--- config.mk ---
export PLATFORM = sky130hd
export DESIGN_NAME = pipe_scroller
export DESIGN_NICKNAME = d
export VERILOG_FILES = /design/src/rtl/pipe_scroller.sv
export SDC_FILE = /design/constraint.sdc
export NUM_CORES = 1
export LEC_CHECK = 0
export ABC_AREA = 1
export CORE_MARGIN = 2
export CORE_UTILIZATION = 50
export CTS_CLUSTER_SIZE = 12
export DETAILED_ROUTE_END_ITERATION = 7
export GPL_TIMING_DRIVEN = 0
export PLACE_DENSITY = 0.73
export SLEW_MARGIN = 40
export SYNTH_ARGS = -nofsm -noshare
export SYNTH_HDL_FRONTEND = slang
export SYNTH_SLANG_ARGS = --single-unit
--- constraint.sdc ---
create_clock -name clk -period 3.55 [get_ports clk]
set_input_delay 0.5325 -clock clk [delete_from_list [all_inputs] [get_ports clk]]
set_output_delay 0.5325 -clock clk [all_outputs]
set_load 0.01 [all_outputs]
--- src/rtl/pipe_scroller.sv ---
// Three scrolling pipe obstacles: frame-tick divider, per-tick leftward motion,
// LFSR-driven gap recycling and a one-cycle pass pulse when a pipe clears the bird.
module pipe_scroller #(
   parameter int unsigned TICK_DIV     = 1_000_000,
   parameter int unsigned SCREEN_W     = 640,
   parameter int unsigned PIPE_W       = 52,
   parameter int unsigned PIPE_SPACING = 240,
   parameter int unsigned GAP_MIN      = 80,
   parameter int unsigned GAP_RANGE    = 256,
   parameter int unsigned BIRD_X       = 160,
   parameter int unsigned SPEED_SLOW   = 2,
   parameter int unsigned SPEED_FAST   = 4
) (
   input  logic        clk,
   input  logic        rst_n,
   input  logic        run,
   input  logic        restart,
   input  logic        mode,
   output logic [31:0] pipe_1,
   output logic [31:0] pipe_2,
   output logic [31:0] pipe_3,
   output logic        frame_tick,
   output logic        pass
);

   localparam int unsigned     CNT_W     = (TICK_DIV > 1) ? $clog2(TICK_DIV) : 1;
   localparam int unsigned     NPIPE     = 3;
   localparam logic [CNT_W-1:0] CNT_LAST = CNT_W'(TICK_DIV - 1);
   localparam logic [15:0]     LFSR_SEED = 16'hACE1;
   localparam logic [15:0]     LFSR_MASK = 16'hB400;
   localparam logic signed [15:0] PW_S   = 16'(PIPE_W);
   localparam logic signed [15:0] NEG_PW = -PW_S;
   localparam logic signed [15:0] BIRD_S = 16'(BIRD_X);
   localparam logic signed [15:0] WRAP_S = 16'(3 * PIPE_SPACING);
   localparam logic [15:0]     GAP_RST   = 16'(GAP_MIN + 64);
   localparam logic [15:0]     GAP_BASE  = 16'(GAP_MIN);
   localparam logic [15:0]     GAP_MASK  = 16'(GAP_RANGE - 1);

   function automatic logic signed [15:0] start_x(input int unsigned k);
      return 16'(SCREEN_W + k * PIPE_SPACING);
   endfunction

   logic [CNT_W-1:0]   r_cnt;
   logic               r_frame_tick;
   logic               r_pass;
   logic [15:0]        r_lfsr;
   logic signed [15:0] r_x   [NPIPE];
   logic [15:0]        r_gap [NPIPE];

   logic signed [15:0] w_speed;
   logic               w_move;
   logic [15:0]        w_lfsr_nxt;
   logic [NPIPE-1:0]   w_cross;

   // Shared per-tick controls and the Galois LFSR step
   always_comb begin
      w_speed    = mode ? 16'(SPEED_FAST) : 16'(SPEED_SLOW);
      w_move     = r_frame_tick & run & ~restart;
      w_lfsr_nxt = r_lfsr[0] ? ((r_lfsr >> 1) ^ LFSR_MASK) : (r_lfsr >> 1);
   end

   // Tick divider, LFSR and pass pulse; counter and LFSR ignore restart
   always_ff @(posedge clk or negedge rst_n) begin
      if (!rst_n) begin
         r_cnt        <= '0;
         r_frame_tick <= 1'b0;
         r_lfsr       <= LFSR_SEED;
         r_pass       <= 1'b0;
      end else begin
         r_cnt        <= (r_cnt == CNT_LAST) ? '0 : r_cnt + CNT_W'(1);
         r_frame_tick <= (r_cnt == CNT_LAST);
         r_lfsr       <= w_lfsr_nxt;
         r_pass       <= |w_cross;
      end
   end

   for (genvar g = 0; g < NPIPE; g++) begin : g_pipe
      logic signed [15:0] w_xm;
      logic               w_recycle;
      logic signed [15:0] w_x_nxt;
      logic [15:0]        w_gap_nxt;

      // Next position; a recycled pipe jumps one full period right and never scores
      always_comb begin
         w_xm      = r_x[g] - w_speed;
         w_recycle = (w_xm <= NEG_PW);
         w_x_nxt   = r_x[g];
         w_gap_nxt = r_gap[g];
         w_cross[g] = 1'b0;
         if (restart) begin
            w_x_nxt   = start_x(g);
            w_gap_nxt = GAP_RST;
         end else if (w_move) begin
            if (w_recycle) begin
               w_x_nxt   = w_xm + WRAP_S;
               w_gap_nxt = GAP_BASE + (r_lfsr & GAP_MASK);
            end else begin
               w_x_nxt    = w_xm;
               w_cross[g] = (r_x[g] + PW_S >= BIRD_S) && (w_xm + PW_S < BIRD_S);
            end
         end
      end

      always_ff @(posedge clk or negedge rst_n) begin
         if (!rst_n) begin
            r_x[g]   <= start_x(g);
            r_gap[g] <= GAP_RST;
         end else begin
            r_x[g]   <= w_x_nxt;
            r_gap[g] <= w_gap_nxt;
         end
      end
   end

   assign pipe_1     = {r_x[0], r_gap[0]};
   assign pipe_2     = {r_x[1], r_gap[1]};
   assign pipe_3     = {r_x[2], r_gap[2]};
   assign frame_tick = r_frame_tick;
   assign pass       = r_pass;

endmodule
==> flow_summary.toml, run 1 <==
[synth]
syn-cell-area_um2 = 8550
ys.flop_type = "dfrtp_1"
syn_inst = 1192
syn-mean-instance-area_um2 = 7.17
synth_top_area_cell = "dfrtp_1"
ys_seq_area_frac = 0.326
async_flop_share = 1.00
synth_cell_type_count = 51
netlist_top_cells_area = "dfrtp_1, nand2_1, dfstp_2, nand3_1, inv_1"
ys_ff_latch = 110
synth_edf_count = 0
synth_warnings = 0
synth_top_area_frac = 0.252

[layout]
multi_input_area_um2 = 4950
drive_gt1_frac = 0.163
regArea_um2 = 2780
antenna_cells = 0
fin_util = 0.604
nNetsFinal = 1332
area_delta_synth_final_pct = 17.6
fillers = 1531

[place]
gp_congestion = 0.918
hpwl_um = 16500
io_buffers = 77

[route]
drt_wl_total_um = 21900
viasPerCell = 5.27
vias = 8053
wl_per_cell_um = 14.3
ant_nets = 0
drc = 0
drt_iter0_drc = 726
firstDrtPassIters = 5

[floorplanning]
initial_core_util = 0.514
io_pins = 103
coreArea_um2 = 16600
rows = 47
die_h_um = 135
die_x_um = 135
die_area_um2 = 18200

[clock_tree]
cts.repair.resized = 3
cts_tree = "done"
cts_hold_buf = 0
numCtsBuffers = 9
root_buffer = "clkbuf_16"
cts-htree-levels = 3
cts.path.max_buffers = 2
post_cts_buffers = 0
cts_sinks = 110
clock_latency_ns = 0.38
clkTransAtPathRegs_ns = 0.09

[critical_path]
cp-end-kind = "flip-flop"
cp_common_cell = "nand2_1"
critPathKind = "input pin to flip-flop"
crit_arrival_ns = 3.60
cp_slowest_cell = "fa_1"
crit_path_max_incr_delay_ns = 0.37
path_buf_inv = 5
path_cells = "buf_2 -> inv_2 -> ha_1 -> fa_1 -> buf_2 -> nand2_2 -> nand2_1 -> nand2_1 -> ha_1 -> nand4_1 -> nand2_1 -> nand3_2 -> nor3_2 -> nand3_2 -> nand2_4 -> buf_6 -> nand2_1 -> nor2_1 -> nand2_1 -> nand3_1 -> nand2_1 -> inv_1"
start_kind = "input pin"
required_ns = 3.86
worstPathMaxFanout = 10
cp_top_family = "simple AND/OR/NAND/NOR gates"

[grt]
grt.overflow.total = 0
grt_pass1_vias = 7474
grt_max_degree = 74
antenna_found_initial = 0
grt_use_total = 0.247
grt_pass1_wl_um = 36000

[timing]
slew_headroom = 0.542
worstMarginPinSlew_ns = 0.688
fmax_mhz = 304
fin_skew_ns = 0.0128
holdWs_ns = 0.0274
hold_viol = 0
grt_setup_unrepaired = "no"
finalSetupViolations = 0
min_period_ns = 3.29
period_share = 0.928
finalMaxSlewViolations = 0

[pwr]
peakVddDrop_mv = 0.334
power_density_nw_per_um2 = 257
p_leak_nw = 4.73

[flow_run]
drv_cap = 0

[status]
status = "finished clean"

[min_path]
min_path_type = "input pin to asynchronous set/reset pin"
==> final cells by class <==
type / instances / share of cell area
multi-input combinational: 905 / 0.493
sequential: 110 / 0.277
timing repair buffer: 78 / 0.0794
inverter: 155 / 0.0581
buffer: 45 / 0.0330
tap: 220 / 0.0274
clock buffer: 9 / 0.0224
clock inverter: 7 / 0.0101
==> per-layer routing <==
| metal | vias up | wire [um] | track usage |
|---|---|---|---|
| li1 | 4033 | - | - |
| met1 | 3738 | 9690 | 0.327 |
| met2 | 249 | 10500 | 0.408 |
| met3 | 33 | 1290 | 0.0473 |
| met4 | 0 | 431 | 0.0778 |
| met5 | - | 0 | 0 |
==> kinds of logic after synthesis <==
group | count (synthesis) | share of synthesized area
buffers and inverters | 200 | 0.107
and+or+nand+nor | 655 | 0.367
AOI/OAI and AO/OA | 152 | 0.105
xor gates and xnor gates | 43 | 0.0449
DFF | 110 | 0.326
adders and majority gates | 23 | 0.0363
muxes | 8 | 0.0141
other | 1 | 0.000439
==> where the power goes <==
part	internal (mW)	total (mW)	switching, mW
combinational	0.0740	0.211	0.137
clock	0.519	1.11	0.589
sequential	1.26	1.27	0.00363
==> state kept, by name (all words and copies together), names as in the netlist <==
register / count
pipe_1: 24
pipe_2: 24
r_lfsr: 16
frame_tick: 1
pass: 1
pipe_3: 24
r_cnt: 20
==> path summary, 6_finish.rpt <==
check | from | to | slack (ns) | depth (start not counted)
max | mode | pass | 0.26 | 22
min | rst_n | pipe_3[30] | 0.03 | 1
max reg2reg | pipe_1[17] | pass | 0.37 | 21
min reg2reg | r_lfsr[8] | r_lfsr[7] | 0.35 | 0
max in group asynchronous | rst_n | pipe_3[4] | 2.81 | 2
min in group clk | r_lfsr[8] | r_lfsr[7] | 0.35 | 0
==> layout by cell type, fill, tap and decap left out, drive strengths merged, types with 23 or more instances in the layout <==
cell type / count
clkdlybuf4s50: 75
nand2: 335
a21oi: 23
nor2: 142
dfstp: 24
o21ai: 98
xor2: 38
conb: 24
nand3: 122
buf: 43
inv: 156
dfrtp: 86
nand4: 28
==> cells in the mapped netlist, types with 21 or more instances <==
library cell	number
nor2_2	21
nand3_1	114
nor2_1	104
nand2_1	299
dfstp_2	24
o21ai_1	23
buf_4	25
nand2_2	28
dfrtp_1	86
inv_1	143
a21oi_1	23
nand4_1	26
o21ai_0	59
xor2_1	38
==> metrics by stage <==
| step | setup WS, ns | setup TNS, ns | cell area (um2) | power (mW) | cells |
|---|---|---|---|---|---|
| final | 0.255 | 0 | 10100 | 2.59 | 1529 |
| after global placement | -2.39 | -267.05 | 9680 | 1.49 | 1512 |
| after CTS | 0.0448 | 0 | 10000 | 2.60 | 1529 |
| after global routing | 0.0574 | 0 | 10100 | 2.68 | 1529 |
| after detailed placement | -0.765 | -41.89 | 9710 | 1.50 | 1513 |
| after floorplan | 0.471 | 0 | 8630 | 1.42 | 1215 |
Note: power is estimated with default switching activity, not from simulation.
==> run 2, diff against run 1 <==
--- a/config.mk
+++ b/config.mk
@@ -8,8 +8,10 @@
 export ABC_AREA = 1
 export CORE_MARGIN = 2
 export CORE_UTILIZATION = 50
+export CTS_CLUSTER_DIAMETER = 50
 export CTS_CLUSTER_SIZE = 12
 export DETAILED_ROUTE_END_ITERATION = 7
+export GPL_ROUTABILITY_DRIVEN = 0
 export GPL_TIMING_DRIVEN = 0
 export PLACE_DENSITY = 0.73
 export SLEW_MARGIN = 40
==> run 2 against run 1 <==
Effect of this change:
- final cell count unchanged
- largest cell class unchanged
- sequential cell count unchanged
- clock skew shrank 0.0050 ns
- fmax fell by 1.6%
- critical endpoint unchanged
- via count is 0.17% lower
- count of clock-buffer cells in the layout is 1 higher
- setup slack got worse by 0.054 ns
- utilization fell by 0.14 points
- worst hold slack worse by 0.0062 ns
- first-iteration DRC count fell by 13%
- register-to-register slack improved by 0.03 ns
- highest routed layer unchanged
==> flow_summary.toml, run 2 (same netlist as run 1, synthesis figures left out) <==
[clock_tree]
root_buffer = "clkbuf_16"
clock_latency_ns = 0.37
cts-htree-levels = 3
cts_hold_buf = 0
numCtsBuffers = 9
cts_sinks = 110
clkTransAtPathRegs_ns = 0.08
post_cts_buffers = 0
cts.path.max_buffers = 2
cts_tree = "done"

[timing]
fmax_mhz = 299
timing.final.ws_setup_ns = 0.201
fin_skew_ns = 0.00776
finalSetupViolations = 0
hold_viol = 0
holdWs_ns = 0.0212
grt_setup_unrepaired = "yes"
slew_headroom = 0.532
finalMaxSlewViolations = 0
period_share = 0.943
worstMarginPinSlew_ns = 0.702
min_period_ns = 3.35

[layout]
mostFrequentLayoutCells = "nand2_1, inv_1, nand3_1, nor2_1, dfrtp_1"
drive_gt1_frac = 0.163
multi_input_area_um2 = 4960
antenna_cells = 0
final_cells = 1529
final_common_cell = "nand2_1"
fin_util = 0.603
area_delta_synth_final_pct = 17.3
regArea_um2 = 2780
nNetsFinal = 1332
fillers = 1563

[route]
drc = 0
drt_iter0_drc = 630
vias = 8039
ant_nets = 0
wl_per_cell_um = 14.5
firstDrtPassIters = 7
drt_wl_total_um = 22200
viasPerCell = 5.26

[floorplanning]
initial_core_util = 0.514
io_pins = 103
die_h_um = 135
die_area_um2 = 18200
coreArea_um2 = 16600
die_x_um = 135
rows = 47

[critical_path]
critPathKind = "input pin to flip-flop"
worstPathMaxFanout = 10
r2r_cells = 21
path_depth = 22
cp_top_family = "simple AND/OR/NAND/NOR gates"
cp-end-kind = "flip-flop"
crit_arrival_ns = 3.65
required_ns = 3.85
cp_slowest_cell = "fa_1"
start_kind = "input pin"
crit_path_max_incr_delay_ns = 0.35
path_cells = "clkdlybuf4s15_2 -> inv_2 -> ha_1 -> fa_1 -> buf_2 -> nand2_2 -> nand2_1 -> nand2_1 -> ha_1 -> nand4_1 -> nand2_1 -> nand3_2 -> nor3_2 -> nand3_2 -> nand2_4 -> buf_6 -> nand2_1 -> nor2_1 -> nand2_1 -> nand3_1 -> nand2_1 -> inv_1"
path_buf_inv = 5
cp_common_cell = "nand2_1"

[pwr]
p_leak_nw = 4.71
pwr-share-comb = 0.084
seq_power_share = 0.502
intPower_mw = 1.83
peakVddDrop_mv = 0.225
power.share.clock = 0.414
p_sw_frac = 0.272
power_mw = 2.52
p_sw_uw = 686
power_density_nw_per_um2 = 251

[min_path]
min_path_type = "input pin to asynchronous set/reset pin"

[place]
place_ws_ns = -0.788
dpl.cell_count = 1513
hpwl_um = 16700
io_buffers = 77

[grt]
grt_use_total = 0.246
grt_max_degree = 76
grt.overflow.total = 0
grt_pass1_vias = 7427
antenna_found_initial = 0
grt_pass1_wl_um = 36100

[status]
status = "finished clean"

[flow_run]
drv_cap = 0
==> run 2: cell count changes in the layout (fill, tap and decap cells not counted), sizes merged <==
cell	previous run	this run
clkdlybuf4s15	0	1
clkinv	6	4
buf	43	42
clkbuf	14	15
clkinvlp	0	1
==> run 2: final timing paths <==
kind | start | end | slack (ns)
min reg2reg | r_lfsr[12] | r_lfsr[11] | 0.35
min | rst_n | pipe_3[25] | 0.02
max in group asynchronous | rst_n | pipe_3[4] | 2.83
max reg2reg | pipe_1[17] | pass | 0.40
max | mode | pass | 0.20
min in group clk | r_lfsr[12] | r_lfsr[11] | 0.35
==> run 2: area by class of cell <==
class / instances / share of cell area
Multi-Input combinational cell: 905 / 0.494
Inverter: 155 / 0.0583
Buffer: 45 / 0.0331
Tap cell: 220 / 0.0274
Sequential cell: 110 / 0.277
Clock buffer: 10 / 0.0228
Clock inverter: 6 / 0.00636
Timing Repair Buffer: 78 / 0.0802
==> run 2: routing by layer <==
metal	part of all wire	GRT usage	vias up	wire, um
met5	0	0	-	0
met4	0.025	0.0871	0	558
met3	0.054	0.0394	40	1190
met2	0.47	0.407	237	10500
met1	0.45	0.327	3731	9890
li1	-	-	4031	-
==> run 2: what timing repair did <==
action | 4_1_cts | 5_1_grt
cloned | 0 | 0
resized for setup | 3 | 7
endpoints found under the hold margin | 0 | 0
endpoints found under the setup margin | 64 | 57
pin swaps | 0 | 1
==> run 2: per-stage QoR <==
stage | area, um2 | setup TNS (ns)
after floorplan | 8630 | 0
after global placement | 9680 | -267.49
after detailed placement | 9710 | -42.25
after CTS | 10000 | 0
after global routing | 10000 | -0.0130
final | 10000 | 0
==> run 2: worst register-to-register path, cell delays in order (launching register included) <==
cell     delay [ns]
dfrtp_1        0.36
inv_1          0.07
ha_1           0.20
fa_1           0.35
buf_2          0.18
nand2_2        0.12
nand2_1        0.06
nand2_1        0.15
ha_1           0.17
nand4_1        0.11
nand2_1        0.13
nand3_2        0.16
nor3_2         0.19
nand3_2        0.11
nand2_4        0.11
buf_6          0.14
nand2_1        0.06
nor2_1         0.09
nand2_1        0.10
nand3_1        0.08
nand2_1        0.06
inv_1          0.10
==> run 2: power by group through the flow <==
stage	combinational (mW)	clock, mW	sequential [mW]
2_1_floorplan	0.128	0	1.29
3_3_place_gp	0.202	0	1.29
3_5_place_dp	0.210	0	1.29
4_1_cts	0.211	1.06	1.27
5_1_grt	0.235	1.11	1.27
6_report	0.212	1.04	1.27
==> run 3, diff against run 2 <==
--- a/config.mk
+++ b/config.mk
@@ -7,13 +7,12 @@
 export LEC_CHECK = 0
 export ABC_AREA = 1
 export CORE_MARGIN = 2
-export CORE_UTILIZATION = 50
+export CORE_UTILIZATION = 30
 export CTS_CLUSTER_DIAMETER = 50
 export CTS_CLUSTER_SIZE = 12
 export DETAILED_ROUTE_END_ITERATION = 7
 export GPL_ROUTABILITY_DRIVEN = 0
 export GPL_TIMING_DRIVEN = 0
-export PLACE_DENSITY = 0.73
 export SLEW_MARGIN = 40
 export SYNTH_ARGS = -nofsm -noshare
 export SYNTH_HDL_FRONTEND = slang
==> run 3 against run 2 <==
Effect of this change:
- design area grew 2.3%
- count of clock-buffer cells in the layout is the same
- largest power group unchanged
- setup slack gained 0.050 ns
- register-to-register slack lost 0.04 ns
- critical path depth shrank 2
- sequential power is essentially flat
- clock power is essentially flat
- combinational power is essentially flat
- global-route usage shrank 9.0 points
- utilization shrank 24 points
==> flow_summary.toml, run 3 (same netlist as run 1, synthesis figures left out) <==
[route]
drt_iter0_drc = 454
firstDrtPassIters = 5
ant_nets = 0
drt_wl_total_um = 23300
viasPerCell = 4.75
vias = 8025
drc = 0
wl_per_cell_um = 13.8

[layout]
area_delta_synth_final_pct = 20.0
drive_gt1_frac = 0.167
mostFrequentLayoutCells = "nand2_1, inv_1, nand3_1, nor2_1, dfrtp_1"
antenna_cells = 0
final_common_cell = "nand2_1"
nNetsFinal = 1334
final_cells = 1689

[clock_tree]
cts_sinks = 110
cts-htree-levels = 3
clock_latency_ns = 0.37
cts_tree = "done"
cts.path.max_buffers = 2
clkTransAtPathRegs_ns = 0.08
root_buffer = "clkbuf_16"
numCtsBuffers = 9

[timing]
fmax_mhz = 303
slew_headroom = 0.530
min_period_ns = 3.30
fin_skew_ns = 0.0119
worstMarginPinSlew_ns = 0.705
hold_viol = 0
grt_setup_unrepaired = "no"
period_share = 0.929
finalSetupViolations = 0
holdWs_ns = 0.0327
finalMaxSlewViolations = 0
setup_tns_ns = 0

[pwr]
pwr-share-comb = 0.085
power_mw = 2.52
intPower_mw = 1.84
p_sw_frac = 0.270
power_density_nw_per_um2 = 245
p_sw_uw = 679
seq_power_share = 0.503
peakVddDrop_mv = 0.205
p_leak_nw = 4.72
power.share.clock = 0.412

[grt]
grt_pass1_vias = 7609
grt_max_degree = 73
grt.overflow.total = 0
grt_use_total = 0.155
antenna_found_initial = 0
grt_pass1_wl_um = 38200

[critical_path]
cp-end-kind = "flip-flop"
critPathKind = "input pin to flip-flop"
reg2reg_to = "pipe_2[29]"
worstPathMaxFanout = 10
startpoint = "mode"
crit_arrival_ns = 3.52
reg2reg_slack_ns = 0.36
required_ns = 3.77
r2r_cells = 19
start_kind = "input pin"
worst_r2r_startpoint = "pipe_2[17]"

[flow_run]
drv_cap = 0

[min_path]
min_path_type = "input pin to asynchronous set/reset pin"

[place]
hpwl_um = 17800
dpl.cell_count = 1671
io_buffers = 77

[floorplanning]
rows = 61
initial_core_util = 0.306
die_area_um2 = 29900
die_x_um = 173
coreArea_um2 = 27900
die_h_um = 173
io_pins = 103

[status]
status = "finished clean"
run 3: worst max path at each step:
| stage | to | slack (ns) | cells after the start |
|---|---|---|---|
| 6_report | pipe_2[29] | 0.25 | 20 |
| 5_1_grt | pass | 0.01 | 22 |
| 4_1_cts | pass | 0.10 | 22 |
| 3_5_place_dp | pipe_2[29] | -0.95 | 20 |
| 3_3_place_gp | pipe_3[27] | -2.55 | 1 |
| 2_1_floorplan | pipe_2[8] | 0.47 | 19 |
run 3: layout make-up:
type | count | area (um2)
clock buffers | 10 | 229
fillers | 3015 | 17700
inverters | 155 | 588
flip-flops and latches | 110 | 2780
well taps | 378 | 473
clock inverters | 6 | 65.1
repair buffers | 80 | 816
plain buffers | 45 | 332
multi-input cells | 905 | 4970
run 3: routing by layer:
layer,wire (um),track usage
met5,0,0
met4,410,0.0399
met3,1420,0.0352
met2,10800,0.263
met1,10700,0.200
run 3: power by group through the flow:
| stage | Combinational [mW] | Clock [mW] | Sequential [mW] |
|---|---|---|---|
| final | 0.214 | 1.04 | 1.27 |
| after global routing | 0.239 | 1.13 | 1.27 |
| after CTS | 0.214 | 1.07 | 1.27 |
| after detailed placement | 0.210 | 0 | 1.29 |
| after global placement | 0.205 | 0 | 1.29 |
| after floorplan | 0.128 | 0 | 1.29 |
run 3: critical path, stage by stage:
cell	delay (ns)
clkbuf_4	0.20
clkinvlp_4	0.17
ha_1	0.27
fa_2	0.42
nand2_2	0.14
nand2_1	0.07
nand2_2	0.12
ha_1	0.19
nand4_1	0.10
nand2_1	0.11
nand3_1	0.18
nor2_4	0.19
nand3_2	0.10
inv_2	0.07
nand3_2	0.07
nand2_4	0.14
buf_6	0.16
o21ai_0	0.09
nand3_1	0.10
o21ai_1	0.09
run 3: what timing repair did:
item / CTS / global route
gates cloned: 0 / 0
hold buffers: 0 / 0
setup endpoints to repair: 64 / 44
pin swaps: 0 / 1
resized for setup: 8 / 10
buffers inserted: 2 / 0
run 3: through the flow:
stage	utilization	worst slack, ns	cell area, um2
final	0.367	0.251	10300
after global routing	0.367	0.0120	10300
after CTS	0.366	0.104	10200
after detailed placement	0.355	-0.946	9910
after global placement	0.354	-2.55	9880
after floorplan	-	0.471	8630
